File: src/rtl/bcd_updown_counter_if.sv
// Control and data bundle for bcd_updown_counter. NDIG sets the width of
// load_val and count, which hold one 4-bit BCD digit per decade with digit 0 as ones.
interface bcd_updown_counter_if #(
    parameter int NDIG = 4
);
    logic              en;
    logic              up;
    logic              load;
    logic [4*NDIG-1:0] load_val;
    logic [4*NDIG-1:0] count;
    logic              wrap;
    logic              load_err;

    modport master (
        output en, up, load, load_val,
        input  count, wrap, load_err
    );

    modport slave (
        input  en, up, load, load_val,
        output count, wrap, load_err
    );
endinterface

File: src/rtl/bcd_updown_counter.sv
// NDIG-digit BCD up/down counter with parallel load, wrap flag and invalid-digit flag.
// Define BCD_CNT_SATURATE_EN to make the count stop at the range ends instead of wrapping.
module bcd_updown_counter #(
    parameter int NDIG = 4
) (
    input  logic                 clk_10Hz,
    input  logic                 rst_n,
    bcd_updown_counter_if.slave  bus
);
    logic [4*NDIG-1:0] count_reg, count_next;
    logic              wrap_reg, wrap_next;
    logic              load_err_reg, load_err_next;

    logic [4*NDIG-1:0] up_val, down_val, load_fix;
    logic [NDIG:0]     nine_chain, zero_chain;
    logic [NDIG-1:0]   digit_bad;

    // chain[k] is high when every digit below k is 9 (or 0), so digit k moves on this step
    assign nine_chain[0] = 1'b1;
    assign zero_chain[0] = 1'b1;

    generate
        for (genvar gi = 0; gi < NDIG; gi++) begin : g_digit
            logic [3:0] cur;
            logic [3:0] ld;

            assign cur = count_reg[4*gi +: 4];
            assign ld  = bus.load_val[4*gi +: 4];

            assign nine_chain[gi+1] = nine_chain[gi] & (cur == 4'd9);
            assign zero_chain[gi+1] = zero_chain[gi] & (cur == 4'd0);

            assign up_val[4*gi +: 4]   = !nine_chain[gi] ? cur :
                                         (cur == 4'd9) ? 4'd0 : cur + 4'd1;
            assign down_val[4*gi +: 4] = !zero_chain[gi] ? cur :
                                         (cur == 4'd0) ? 4'd9 : cur - 4'd1;

            assign digit_bad[gi]         = (ld > 4'd9);
            assign load_fix[4*gi +: 4]   = digit_bad[gi] ? 4'd0 : ld;
        end
    endgenerate

    always_comb begin
        count_next    = count_reg;
        wrap_next     = 1'b0;
        load_err_next = 1'b0;
        if (bus.load) begin
            count_next    = load_fix;
            load_err_next = |digit_bad;
        end else if (bus.en) begin
            if (bus.up) begin
`ifdef BCD_CNT_SATURATE_EN
                if (!nine_chain[NDIG]) begin
                    count_next = up_val;
                end
`else
                // up_val is already all-0 when every digit is 9
                count_next = up_val;
                wrap_next  = nine_chain[NDIG];
`endif
            end else begin
`ifdef BCD_CNT_SATURATE_EN
                if (!zero_chain[NDIG]) begin
                    count_next = down_val;
                end
`else
                count_next = down_val;
                wrap_next  = zero_chain[NDIG];
`endif
            end
        end
    end

    always_ff @(posedge clk_10Hz) begin
        if (rst_n) begin
            count_reg    <= '0;
            wrap_reg     <= 1'b0;
            load_err_reg <= 1'b0;
        end else begin
            count_reg    <= count_next;
            wrap_reg     <= wrap_next;
            load_err_reg <= load_err_next;
        end
    end

    assign bus.count    = count_reg;
    assign bus.wrap     = wrap_reg;
    assign bus.load_err = load_err_reg;
endmodule

File: src/flat_wrapper.sv
// flat-port wrapper written by rule: the top's interface ports become plain ports
module bcd_updown_counter_flat 
#(
    parameter int NDIG = 4
)
  (clk_10Hz, rst_n, bus_en, bus_up, bus_load, bus_load_val, bus_count, bus_wrap, bus_load_err);
  bcd_updown_counter_if #(.NDIG(NDIG)) bus_i ();
  input  logic clk_10Hz;
  input  logic rst_n;
  input wire logic [$bits(bus_i.en)-1:0] bus_en;
  input wire logic [$bits(bus_i.up)-1:0] bus_up;
  input wire logic [$bits(bus_i.load)-1:0] bus_load;
  input wire logic [$bits(bus_i.load_val)-1:0] bus_load_val;
  output wire logic [$bits(bus_i.count)-1:0] bus_count;
  output wire logic [$bits(bus_i.wrap)-1:0] bus_wrap;
  output wire logic [$bits(bus_i.load_err)-1:0] bus_load_err;
  assign bus_i.en = bus_en;
  assign bus_i.up = bus_up;
  assign bus_i.load = bus_load;
  assign bus_i.load_val = bus_load_val;
  assign bus_count = bus_i.count;
  assign bus_wrap = bus_i.wrap;
  assign bus_load_err = bus_i.load_err;
  bcd_updown_counter #(.NDIG(NDIG)) u_core (.clk_10Hz(clk_10Hz), .rst_n(rst_n), .bus(bus_i));
endmodule
File: config.mk
export PLATFORM = sky130hd
export DESIGN_NAME = bcd_updown_counter_flat
export DESIGN_NICKNAME = d
export VERILOG_FILES = /design/src/rtl/bcd_updown_counter_if.sv /design/src/rtl/bcd_updown_counter.sv /design/src/flat_wrapper.sv
export SDC_FILE = /design/constraint.sdc
export NUM_CORES = 1
export LEC_CHECK = 0
export CAP_MARGIN = 20
export CORE_MARGIN = 3
export CORE_UTILIZATION = 50
export CTS_BUF_LIST = sky130_fd_sc_hd__clkbuf_16
export DETAILED_ROUTE_END_ITERATION = 10
export GPL_ROUTABILITY_DRIVEN = 0
export PLACE_DENSITY = 0.91
export SYNTH_ARGS = -nofsm -noshare
export SYNTH_HDL_FRONTEND = slang
export SYNTH_SLANG_ARGS = --single-unit
File: constraint.sdc
create_clock -name clk_10Hz -period 1.68 [get_ports clk_10Hz]
set_input_delay 0.168 -clock clk_10Hz [delete_from_list [all_inputs] [get_ports clk_10Hz]]
set_output_delay 0.168 -clock clk_10Hz [all_outputs]
set_load 0.01 [all_outputs]
==> metrics.yaml <==
run_status:
  outcome: "finished with violations"
  violations: "negative setup slack"
timing:
  fin_crit_ns: 1.719
  timing.hold.ws_ns: 0.5106
  rsz0062_at_grt: "true"
  worst_slack_ns: -0.03880
  relSlewSlack_pct: 69.13
  finalCritPeriodShare_pct: 102.3
  final-setup-viol-count: 3
  finalClockSkew_ns: 0.0007095
  tns_ns: -0.07466
  tightest_slew_ns: 0.4582
  drv_slew: 0
  max_clock_freq_mhz: 581.8
  finalHoldViolations: 0
clock_tree:
  cts.path.max_buffers: 2
  clock_latency_ns: 0.25
  cts_tree: "yes"
  clkTransAtPathRegs_ns: 0.05
  htreeDepth: 1
  numCtsBuffers: 3
  cts_num_sinks: 18
  root_buffer: "clkbuf_16"
finish:
  largest_register_ffs: 16
  fin_cells: 321
  syn_to_final_growth_pct: 42.93
  drive_gt1_share_pct: 25.27
  fillers: 226
  antenna_cells: 0
  multi_input_area_um2: 1155
  finish.utilization_pct: 76.65
  num-nets-final: 300
  final_cell_area_um2: 2379
  ff_latch_area_um2: 370.4
grt:
  grt_usage_pct: 27.14
  grt_max_degree: 16
  grt_pass1_wl_um: 8832
  grt_pass1_vias: 1901
  grt_antenna_before_repair: 0
  grt-ovfl-total: 0
place:
  numPortBuffers: 38
  dp_cells: 313
  place_ws_ns: -0.2727
  placed_area_um2: 2233
  hpwl_um: 3761
detailed_routing:
  wl_met1_um: 2206
  vias: 2009
  routedWlPerCell_um: 17.85
  met2_wirelength_um: 2951
  drcViolationCount: 0
  drt_iter0_drc: 248
  dr.max_layer_used: "met4"
  ant_nets: 0
  drtPass1Iterations: 6
  wl_met3_um: 434
  vias_per_cell: 6.259
  wirelength_um: 5729
worst_setup_path:
  cp_cell_sequence: "and4bb_2 > nand4_1 > a211oi_4 > buf_4 > buf_4 > nor2_1 > nor3_1"
  path_max_fanout: 4
  slowest_stage: "and4bb_2"
  r2r_slack_ns: -0.04
  critPathArrivalTime_ns: 1.89
  cp-end-kind: "flop"
  criticalPathCategory: "flop to flop"
  start_kind: "flop"
  crit_family: "simple AND/OR/NAND/NOR gates"
  required_ns: 1.85
  cp_num_buf_inv: 2
  crit_top_cell: "buf_4"
  max_stage_delay_ns: 0.36
floorplanning:
  start_util_pct: 53.63
  core_area_um2: 3103
  die_x_um: 63.69
  pin_count: 39
  die_h_um: 63.69
  die-area_um2: 4056
  rows: 20
power:
  pwr_density_cell_nw_per_um2: 755.4
  total_power_mw: 1.797
  ir_drop_mv: 0.3965
  p_leak_nw: 0.9300
yosys:
  synth-seq-cells: 18
  syn_inst: 218
  async_flop_share_pct: 0
  yosysUniqueCellTypes: 55
  synth_nets: 239
  syn_area_per_cell_um2: 7.633
  synth_edf_count: 0
  yosys_warnings: 0
  ys.flop_type: "dfxtp_1"
  ys_seq_area_share_pct: 21.65
  syn-cell-area_um2: 1664
worst_hold_path:
  hp-class: "input port to flop"
job:
  max-cap-violations: 0
-- synth_stat cells, types with 3 or more instances --
| cell type | n | area [um^2] |
|---|---|---|
| xor2_1 | 3 | 26.28 |
| o21ai_0 | 19 | 95.09 |
| o211a_1 | 4 | 40.04 |
| nor4_4 | 3 | 63.81 |
| xnor2_1 | 4 | 35.03 |
| a21oi_1 | 9 | 45.04 |
| a311oi_1 | 4 | 35.03 |
| nor2b_1 | 5 | 31.28 |
| clkbuf_1 | 7 | 26.28 |
| a31oi_1 | 5 | 31.28 |
| buf_2 | 9 | 45.04 |
| a32oi_1 | 3 | 26.28 |
| buf_6 | 5 | 56.30 |
| inv_1 | 8 | 30.03 |
| nor2_1 | 25 | 93.84 |
| nor3_1 | 13 | 65.06 |
| nand2_1 | 11 | 41.29 |
| a211oi_1 | 5 | 37.54 |
| dfxtp_1 | 18 | 360.4 |
| mux2i_1 | 4 | 40.04 |
| nand3_1 | 9 | 45.04 |
| nand3b_1 | 5 | 37.54 |
-- report_power, final --
group          total (mW)  internal [mW]  switching (mW)  leakage (nW)
Combinational       0.778          0.401           0.377         0.742
Sequential          0.539          0.473          0.0655         0.151
Clock               0.480          0.313           0.166        0.0370
Total                1.80           1.19           0.609         0.930
-- per-layer routing --
metal  track usage [%]  vias up
met3             3.743       19
met2             47.85      116
met4             14.02        0
met5                 0        -
li1                  -      930
met1             31.53      944
-- layout make-up --
| cell class | count | share of cell area [%] |
|---|---|---|
| well taps | 44 | 2.315 |
| multi-input cells | 169 | 48.55 |
| repair buffers | 79 | 29.14 |
| inverters | 8 | 1.262 |
| clock buffers | 3 | 3.156 |
| flip-flops and latches | 18 | 15.57 |
-- cells by family after synthesis --
kind of cell    share of synthesized area (%)
flops                                   21.65
simple gates                            32.63
buf+inv                                 9.999
xor+xnor                                3.684
mux                                     2.406
compound gates                          29.63
-- path summary, 6_finish.rpt --
path | to | cells after the start | start
max | u_core.bus.count[14] | 7 | u_core.bus.count[2]
min | u_core.bus.count[9] | 4 | bus_load
max reg2reg | u_core.bus.count[14] | 7 | u_core.bus.count[2]
min reg2reg | u_core.bus.count[13] | 2 | u_core.bus.count[13]
-- cells in the final DEF (no fill, tap or decap), types with 3 or more instances in the layout --
cell type,synthesis,routed
a32oi_1,3,3
xor2_1,3,3
and4bb_2,1,3
mux2i_1,4,4
nand3b_1,5,5
nor4_4,3,3
a211oi_1,5,5
a311oi_1,4,4
inv_1,8,8
nor2b_1,5,5
buf_4,0,40
a21oi_1,9,8
nor2_1,25,25
nand2_1,11,11
nand3_1,9,9
o21ai_0,19,19
clkdlybuf4s50_1,0,36
o211a_1,4,4
a31oi_1,5,5
dfxtp_2,0,8
dfxtp_1,18,10
nor3_1,13,12
clkbuf_16,0,3
xnor2_1,4,4
-- worst reg2reg max path, stage by stage (launching register included) --
cell and delay [ns]:
dfxtp_2 0.35, and4bb_2 0.37, nand4_1 0.22, a211oi_4 0.29
buf_4 0.16, buf_4 0.10, nor2_1 0.03, nor3_1 0.13
-- what timing repair did --
| item | in CTS | in global routing |
|---|---|---|
| buffers inserted | 2 | 3 |
| gates cloned | 0 | 0 |
| pin swaps | 4 | 11 |
| hold buffers | 0 | 0 |
| endpoints found under the hold margin | 0 | 0 |
| setup endpoints to repair | 6 | 13 |
| gates resized for setup | 10 | 7 |
No activity file was read; power rests on OpenSTA's default activity.
